### src/rtl/mem_bus_pkg.sv
// Shared definitions for the pipeline-to-bus memory master: state encoding,
// default base address and word-address width.
package mem_bus_pkg;

    typedef enum logic [1:0] {
        IDLE = 2'd0,
        REQ  = 2'd1,
        DONE = 2'd2
    } state_t;

    localparam logic [31:0] DEFAULT_BASE_ADDR = 32'd1024;
    localparam int          WORD_ADDR_W       = 30;

    // Byte address relative to base, converted to a zero-extended word address.
    function automatic logic [31:0] word_addr(input logic [31:0] byte_addr,
                                              input logic [31:0] base);
        logic [31:0] offset;
        offset = byte_addr - base;
        return {{(32 - WORD_ADDR_W){1'b0}}, offset[31:32-WORD_ADDR_W]};
    endfunction

endpackage

### src/rtl/mem_bus_timeout.sv
// Request-phase watchdog: counts REQ cycles without acknowledge and flags the
// cycle in which the count would reach TIMEOUT_CYCLES.
module mem_bus_timeout #(
    parameter int TIMEOUT_CYCLES = 255
) (
    input  logic clk,
    input  logic rst,
    input  logic start,
    input  logic active,
    input  logic ack,
    output logic expire
);

    localparam int CW = $clog2(TIMEOUT_CYCLES + 1);

    logic [CW-1:0] count;

    // Expiry fires during the last permitted unacknowledged cycle so the FSM
    // leaves REQ on the same edge the count hits TIMEOUT_CYCLES.
    assign expire = active && !ack && (count == CW'(TIMEOUT_CYCLES - 1));

    always_ff @(posedge clk) begin
        if (rst) begin
            count <= '0;
        end else if (start) begin
            count <= '0;
        end else if (active && !ack) begin
            count <= count + CW'(1);
        end
    end

endmodule

### src/rtl/mem_bus_master.sv
// Converts pipeline load/store requests into single bus transactions.
// Define MEM_BUS_TIMEOUT_EN to abort requests that wait TIMEOUT_CYCLES without ack.
module mem_bus_master
    import mem_bus_pkg::*;
#(
    parameter logic [31:0] BASE_ADDR      = DEFAULT_BASE_ADDR,
    parameter int          TIMEOUT_CYCLES = 255
) (
    input  logic        clk,
    input  logic        rst,
    input  logic        mem_r_en,
    input  logic        mem_w_en,
    input  logic [31:0] alu_res,
    input  logic [31:0] val_rm,
    output logic [31:0] out,
    output logic        ready,
    output logic        err,
    output logic        bus_req,
    output logic        bus_we,
    output logic [31:0] bus_addr,
    output logic [31:0] bus_wdata,
    input  logic        bus_ack,
    input  logic [31:0] bus_rdata
);

    state_t      state;
    state_t      state_next;
    logic [31:0] rdata_q;
    logic        start;
    logic        timeout_hit;

    assign start = (state == IDLE) && (mem_r_en || mem_w_en);

`ifdef MEM_BUS_TIMEOUT_EN
    logic err_q;

    mem_bus_timeout #(
        .TIMEOUT_CYCLES(TIMEOUT_CYCLES)
    ) u_timeout (
        .clk   (clk),
        .rst   (rst),
        .start (start),
        .active(state == REQ),
        .ack   (bus_ack),
        .expire(timeout_hit)
    );

    always_ff @(posedge clk) begin
        if (rst) begin
            err_q <= 1'b0;
        end else begin
            err_q <= timeout_hit;
        end
    end

    assign err = err_q;
`else
    assign timeout_hit = 1'b0;
    assign err         = 1'b0;
`endif

    always_comb begin
        state_next = state;
        case (state)
            IDLE:    if (mem_r_en || mem_w_en) state_next = REQ;
            REQ:     if (bus_ack || timeout_hit) state_next = DONE;
            DONE:    state_next = IDLE;
            default: state_next = IDLE;
        endcase
    end

    // Bus fields are latched only when a request launches and then held,
    // so the responder sees stable values for the whole REQ phase.
    always_ff @(posedge clk) begin
        if (rst) begin
            state     <= IDLE;
            bus_req   <= 1'b0;
            bus_we    <= 1'b0;
            bus_addr  <= '0;
            bus_wdata <= '0;
            rdata_q   <= '0;
        end else begin
            state   <= state_next;
            bus_req <= (state_next == REQ);
            if (start) begin
                bus_addr  <= word_addr(alu_res, BASE_ADDR);
                bus_we    <= mem_w_en;
                bus_wdata <= val_rm;
            end
            if (state == REQ && bus_ack && !bus_we) begin
                rdata_q <= bus_rdata;
            end else if (timeout_hit) begin
                rdata_q <= '0;
            end
        end
    end

    assign ready = (state == DONE) || (state == IDLE && !mem_r_en && !mem_w_en);
    assign out   = mem_r_en ? rdata_q : 32'b0;

endmodule

### config.mk
export PLATFORM = sky130hd
export DESIGN_NAME = mem_bus_master
export DESIGN_NICKNAME = d
export VERILOG_FILES = /design/src/rtl/mem_bus_pkg.sv /design/src/rtl/mem_bus_timeout.sv /design/src/rtl/mem_bus_master.sv
export SDC_FILE = /design/constraint.sdc
export NUM_CORES = 1
export LEC_CHECK = 0
export CAP_MARGIN = 20
export CORE_UTILIZATION = 40
export DETAILED_ROUTE_END_ITERATION = 10
export GPL_TIMING_DRIVEN = 0
export PLACE_DENSITY = 0.91
export SETUP_SLACK_MARGIN = 0.02
export SYNTH_ARGS = -nofsm -noshare
export SYNTH_HDL_FRONTEND = slang
export SYNTH_HIERARCHICAL = 1
export SYNTH_SLANG_ARGS = --single-unit
### constraint.sdc
create_clock -name clk -period 2.5 [get_ports clk]
set_input_delay 0.25 -clock clk [delete_from_list [all_inputs] [get_ports clk]]
set_output_delay 0.25 -clock clk [all_outputs]
set_load 0.01 [all_outputs]
# Word-level counts from Yosys, hierarchy flattened
# Cells that the tools add are included.
# totals
ramBits	0
ff_bits	98
latchBits	0
mem_count	0
mem_bits_ro	0
input_bits	101
elab_cells	25
# op_classes
mux	4
n_mul	0
n_shift	0
reduce_logical	11
div_mod_pow	0
n_addsub	1
magnitude_cmp	0
n_bitwise	0
n_eq_ne	3
# op_table
op	n
32-bit 2-to-1 mux	1
32-bit by 11-bit subtractor with 32-bit output (second input constant)	1
1-bit logical AND	5
2-bit by 1-bit == test with 1-bit output (second input constant)	2
2-bit 2-to-1 mux	2
2-bit one-hot mux with 2 select lines	1
1-bit logical NOT	3
2-bit == test (second input constant)	1
2-bit logical NOT	1
1-bit logical OR	2

# Longest topological paths before layout
# Gate-level depths: netlist of the first run.
# depth
ltp_word	4
depth_mapped	7
ltp_nobuf	6

# Worst setup path before layout of the first run
# OpenSTA, ideal clock, no wires.
# synth_path
kind	input -> register
startpoint	input port alu_res[10]
endpoint	register bus_addr[28]
n_path_buf	1
cell_stages	6
arrival_ns	1.952
required_time_ns	2.409
path_slack_ns	0.457
setup_ns	0.091
cell_sequence	inv_1 > ha_1 > or4b_2 > clkbuf_1 > or4_1 > a311oi_1
# synth_between
elab_chain_len	1
# synth_lines
element	line	source
start, declared	mem_bus_master.sv:13	input logic [31:0] alu_res,
32-bit by 11-bit subtractor with 32-bit output	mem_bus_pkg.sv:18	offset = byte_addr - base;
end signal, assigned	mem_bus_master.sv:86	bus_addr <= word_addr(alu_res, BASE_ADDR);
end, declared	mem_bus_master.sv:20	output logic [31:0] bus_addr,
# No other way between the ends.
# A chain may end at the register's enable or synchronous reset.

# Worst setup path after layout of the first run
# layout_path
startpoint	input port alu_res[10]
endpoint	register bus_addr[19]
# The elaborated chain is that of the path after synthesis.

==> results of run 1 <==
[worst max-delay path, stage by stage]
cell             delay, ps
clkdlybuf4s50_1        460
or4_1                  630
or2_2                  310
clkbuf_1               180
or4_1                  430
a311oi_1               300
[per-layer routing]
metal  global-route usage, %  routed length (um)  vias up
met2                    42.6                6140      171
met1                    25.2                4950     1927
met4                    8.68                 196        0
met3                    5.06                 938       16
li1                        -                   -     2113
met5                       0                   0        -
[cell usage after synthesis (2+ instances only)]
cell type	n
nand2_1	148
dfxtp_1	98
a21oi_1	75
clkbuf_1	37
and2_1	32
nor2_1	32
a211oi_1	12
xnor2_1	10
a311oi_1	9
or4_1	9
nor3_1	5
o31ai_1	5
or2_2	5
nor4_1	4
or3_1	4
buf_4	3
inv_1	3
nand4b_1	2
o41ai_1	2
[final timing paths]
kind | endpoint | slack [ps]
setup reg to reg | bus_wdata[1] | 580
hold / removal | bus_wdata[3] | 440
setup / recovery | bus_addr[19] | 180
hold reg to reg | rdata_q[11] | 450
[registers in the layout, summed over array words and instances (netlist names)]
| signal | flops |
|---|---|
| bus_addr | 30 |
| bus_req | 1 |
| bus_wdata | 32 |
| bus_we | 1 |
| rdata_q | 32 |
| state | 2 |
[what timing repair did]
action / 4_1_cts / 5_1_grt
hold buffers: 0 / 0
endpoints found under the setup margin: 0 / 8
gates resized for setup: 0 / 5
[logic make-up after synthesis]
| kind of cell | synth area share, % |
|---|---|
| and+or+nand+nor | 27.9 |
| xor gates and xnor gates | 2.19 |
| other | 0.0938 |
| AOI/OAI and AO/OA | 15.7 |
| DFF | 49.1 |
| adders and majority gates | 0.313 |
| buffers and inverters | 4.73 |
[cell type report]
class	count	share of cell area, %
tap	133	2.64
multi-input combinational	368	29.5
clock buffer	12	2.31
inverter	3	0.179
timing repair buffer	194	30.9
clock inverter	4	0.418
buffer	42	2.86
sequential	98	31.2
[power groups by stage]
stage / clock network, W / registers (W) / logic (W)
after floorplan: 0 / 0.00182 / 0.000289
after global placement: 0 / 0.00178 / 0.000786
after detailed placement: 0 / 0.00178 / 0.000808
after CTS: 0.000940 / 0.00175 / 0.000812
after global routing: 0.000988 / 0.00176 / 0.000879
final: 0.000907 / 0.00175 / 0.000808
[stage by stage]
| stage | instances | worst slack (ps) | hold WS, ps | util [%] | total power (W) |
|---|---|---|---|---|---|
| 3_3_place_gp | 838 | -195 | 438 | 62.8 | 0.00256 |
| 2_1_floorplan | 511 | 457 | 346 | - | 0.00210 |
| 4_1_cts | 854 | 147 | 421 | 64.6 | 0.00350 |
| 5_1_grt | 854 | 24.9 | 437 | 64.7 | 0.00363 |
| 3_5_place_dp | 838 | -225 | 444 | 62.8 | 0.00259 |
| 6_report | 854 | 176 | 445 | 64.7 | 0.00346 |
==> impl_metrics.csv, run 1 <==
group,metric,value,unit
pwr,p_switching,0.000961,W
global_route,grt_first_pass_wirelength,18600,um
yosys,synth.area.top_cells,"dfxtp_1 49%, nand2_1 14%, a21oi_1 9.4%, and2_1 5.0%, clkbuf_1 3.5%",
setup_path,critPathLaunch,"alu_res[10]",
sta,worstMarginPinSlew,544,ps
pwr,vdd_drop_max,291,uV
pwr,combinational_share_of_power,23.3,%
pwr,clock_power_share,26.2,%
finish,most-common-layout-cells,"194 x clkdlybuf4s50_1, 148 x nand2_1, 98 x dfxtp_1",
routing,wl_per_cell,14.3,um
setup_path,worst_r2r_path_cells,5,
yosys,syn_inst,509,
global_route,grt_antenna_before_repair,0,
sta,final_min_period_over_clock_period,93.0,%
sta,setup_violations,0,
yosys,synth-main-ff-cell,"dfxtp_1",
yosys,syn_area_per_cell,7.85,um2
hold_path,hold_depth,3,
yosys,mappedNetlistArea,0.00400,mm2
setup_path,critPathArrivalTime,2570,ps
pwr,power_density,550,mW/mm2
sta,grt_setup_unrepaired,"no",
sta,slew-limit-headroom,63.7,%
place,placed_area,0.00611,mm2
sta,fin_worst_skew,6.09,ps
setup_path,timing_worst_setup_path_type,"input pin to flop",
clock_network,numCtsBuffers,9,
finish,area.sequential,0.00196,mm2
place,port-buffer-count,194,
finish,fillCellCount,819,
finish,final_net_count,818,
global_route,global_route.overflow_total,0,
yosys,synth-edff-count,0,
finish,fin_area,0.00629,mm2
routing,drt-initial-drc-count,139,
clock_network,clk_pin_slew_worst_paths,90,ps
finish,layout-drive-gt1-share,4.16,%
run,drv_cap,0,
yosys,synth_area_leader_cell,"dfxtp_1",
clock_network,cts.sinks,98,
pwr,internal_power_contribution,0.00250,W
outcome,run_status,"finished clean",
clock_network,cts_max_path_buffers,2,
routing,drt_wl_total,12200,um
pwr,p_leak,2.25,nW
place,routabilityCongestion,0.827,
setup_path,timing.critical_path.required,2740,ps
sta,timing.fmax,430,MHz
routing,detail_route.drc_violations,0,
global_route,combined_global_route_utilization_of_all_metal_layers,22.8,%
pwr,sequential_power_share,50.5,%
clock_network,insertion_delay,340,ps
floorplan,placement_rows,36,
floorplan,die_height,102,um
clock_network,postCtsSetupBuffers,0,
hold_path,hold_wc_path_type,"input pin to flop",
yosys,synth_seq_cells,98,
hold_path,hold_start,"val_rm[3]",
setup_path,crit_path_max_fanout,8,
clock_network,tritoncts,"built",
setup_path,crit_path_start_kind,"input pin",
sta,timing_max_transition_violations_final,0,
clock_network,htreeDepth,3,
routing,drt.antenna.violating_nets,0,
yosys,synthArstFlopShare,0,%
finish,number_of_diodes,0,
sta,final.setup.tns,0,ps
setup_path,critical_path.reg2reg.startpoint,"state[1]",
yosys,yosysTopAreaCellShare,49.1,%
global_route,first_global_vias,3987,
finish,synthesis_to_finish_area_growth,57.5,%
routing,vias,4227,
setup_path,cp-end-kind,"flop",
finish,multi_input_area,0.00186,mm2
clock_network,cts.root.buffer_cell,"clkbuf_8",
yosys,yosysWarnings,6,
sta,final_period_minus_worst_setup_slack,2320,ps
yosys,synth_cell_types,33,
sta,final-hold-violation-count,0,
floorplan,floorplan.die_area,0.0104,mm2
finish,final_common_cell,"clkdlybuf4s50_1",
floorplan,start_util,41.1,%
yosys,synth_sequential_area_ratio,49.1,%
floorplan,core_area,0.00973,mm2
routing,route.detailed.vias_per_inst,4.95,
place,place_hpwl,9510,um
pwr,sw_frac_of_total,27.8,%
routing,first_pass_detailed_route_iteration_total,4,
floorplan,dieWidth,102,um
floorplan,io-pin-count,201,
global_route,grt_start_max_net_pins,16,
(Power assumes the default switching activity.)
==> inputs of run 2 (changes only) <==
Settings changed: MAX_ROUTING_LAYER from default to met4.
==> run 2 against run 1 <==
Wire length shrank 0.44%; design area is the same; clock skew grew 1.4 ps; power is essentially flat; critical path depth is the same; first-iteration DRC count grew 18%; non-clock buffer count is the same; final cell count is the same; fmax grew 0.31%; global-route usage grew 0.75 points; critical endpoint unchanged.
==> impl_metrics.csv, run 2 (synthesized netlist as in run 1, its figures left out) <==
group,metric,value,unit
outcome,run_status,"finished clean",
floorplan,core_area,0.00973,mm2
global_route,grt_start_max_net_pins,16,
global_route,combined_global_route_utilization_of_all_metal_layers,23.6,%
setup_path,critPathArrivalTime,2570,ps
finish,reg_top3,"bus_wdata (32), rdata_q (32), bus_addr (30)",
setup_path,timing.critical_path.required,2750,ps
place,place_hpwl,9510,um
sta,fin_worst_skew,7.51,ps
clock_network,insertion_delay,350,ps
place,placed_cells_incl_taps,838,
place,routabilityCongestion,0.839,
sta,slew-limit-headroom,63.0,%
routing,vias,4238,
global_route,grt_antenna_before_repair,0,
sta,setup_violations,0,
setup_path,crit_path_max_fanout,8,
clock_network,tritoncts,"built",
routing,drt-initial-drc-count,164,
finish,most-common-layout-cells,"194 x clkdlybuf4s50_1, 148 x nand2_1, 98 x dfxtp_1",
hold_path,hold_wc_path_type,"input pin to flop",
global_route,first_global_vias,3978,
run,drv_cap,0,
sta,final_period_minus_worst_setup_slack,2320,ps
routing,detail_route.drc_violations,0,
finish,number_of_diodes,0,
floorplan,io-pin-count,201,
finish,synthesis_to_finish_area_growth,57.5,%
global_route,global_route.overflow_total,0,
routing,route.detailed.vias_per_inst,4.96,
finish,layout-drive-gt1-share,4.16,%
routing,drt_wl_total,12200,um
clock_network,cts_max_path_buffers,2,
routing,wl_per_cell,14.3,um
finish,fin_area,0.00629,mm2
setup_path,crit_path_start_kind,"input pin",
clock_network,cts.root.buffer_cell,"clkbuf_8",
setup_path,cpMaxStageDelayCell,"or4_1",
floorplan,floorplan.die_area,0.0104,mm2
finish,layoutNonFillerInstCount,854,
setup_path,slowest_delay,640,ps
finish,final_net_count,818,
sta,final_min_period_over_clock_period,92.7,%
setup_path,most_common_cell_type_on_the_critical_path,"or4_1",
routing,first_pass_detailed_route_iteration_total,7,
setup_path,timing.critical_path.buf_inv,2,
pwr,p_leak,2.25,nW
floorplan,dieWidth,102,um
setup_path,crit_chain,"clkdlybuf4s50_1, or4_1, or2_2, clkbuf_1, or4_1, a311oi_1",
sta,worstMarginPinSlew,556,ps
floorplan,die_height,102,um
finish,multi_input_area,0.00186,mm2
setup_path,cp-end-kind,"flop",
setup_path,timing_worst_setup_path_type,"input pin to flop",
sta,timing_max_transition_violations_final,0,
place,placed_area,0.00611,mm2
clock_network,clk_pin_slew_worst_paths,90,ps
sta,grt_setup_unrepaired,"no",
finish,fillCellCount,819,
pwr,vdd_drop_max,289,uV
place,port-buffer-count,194,
clock_network,numCtsBuffers,9,
pwr,power_density,550,mW/mm2
pwr,power.total,0.00346,W
floorplan,start_util,41.1,%
sta,timing.fmax,432,MHz
global_route,grt_first_pass_wirelength,18600,um
finish,final_common_cell,"clkdlybuf4s50_1",
sta,final-hold-violation-count,0,
finish,area.sequential,0.00196,mm2
clock_network,cts.sinks,98,
setup_path,crit_family,"simple AND/OR/NAND/NOR gates",
floorplan,placement_rows,36,
routing,drt.antenna.violating_nets,0,
clock_network,postCtsHoldBufs,0,
clock_network,htreeDepth,3,
-- run 2: path summary, 6_finish.rpt --
path	startpoint	end	slack [ps]	depth (start not counted)
hold reg to reg	rdata_q[11]	rdata_q[11]	450	2
hold / removal	val_rm[12]	bus_wdata[12]	440	3
setup / recovery	alu_res[10]	bus_addr[19]	180	6
setup reg to reg	state[1]	bus_wdata[1]	580	5
-- run 2: area by class of cell --
cell class                      instances  area share, %
Clock buffer                           12           2.31
Multi-Input combinational cell        368           29.5
Tap cell                              133           2.64
Sequential cell                        98           31.2
Inverter                                3          0.179
Timing Repair Buffer                  194           30.9
Buffer                                 42           2.86
Clock inverter                          4          0.418
-- run 2: report_power, final --
part	switching, W	internal [W]
combinational	0.000378	0.000429
clock	0.000517	0.000391
sequential	0.0000656	0.00168
total	0.000961	0.00250
-- run 2: routing by layer --
layer  vias to the layer above  track usage, %  part of all wire [%]
li1                       2111               -                     -
met2                       163            42.8                    50
met3                        26            4.92                   7.4
met1                      1938            25.4                    41
met4                         0            8.46                   2.3
met5                         -               -                     0
-- run 2: timing repair --
action	in CTS	in global routing
gates resized for setup	0	5
endpoints found under the setup margin	0	8
buffers inserted	0	0
-- run 2: stage by stage --
stage / setup TNS [ps] / hold slack [ps] / utilization (%) / setup WS (ps)
final: 0 / 438 / 64.7 / 183
after global routing: 0 / 437 / 64.7 / 25.0
after CTS: 0 / 421 / 64.6 / 147
after detailed placement: -4800 / 444 / 62.8 / -225
after global placement: -2710 / 438 / 62.8 / -195
after floorplan: 0 / 346 / - / 457
-- run 2: worst reg2reg max path, delay by kind of cell (launching register included) --
| kind | cells | cell delay (ps) |
|---|---|---|
| DFF | 1 | 340 |
| buffers and inverters | 2 | 790 |
| AOI/OAI and AO/OA | 1 | 150 |
| and+or+nand+nor | 2 | 560 |
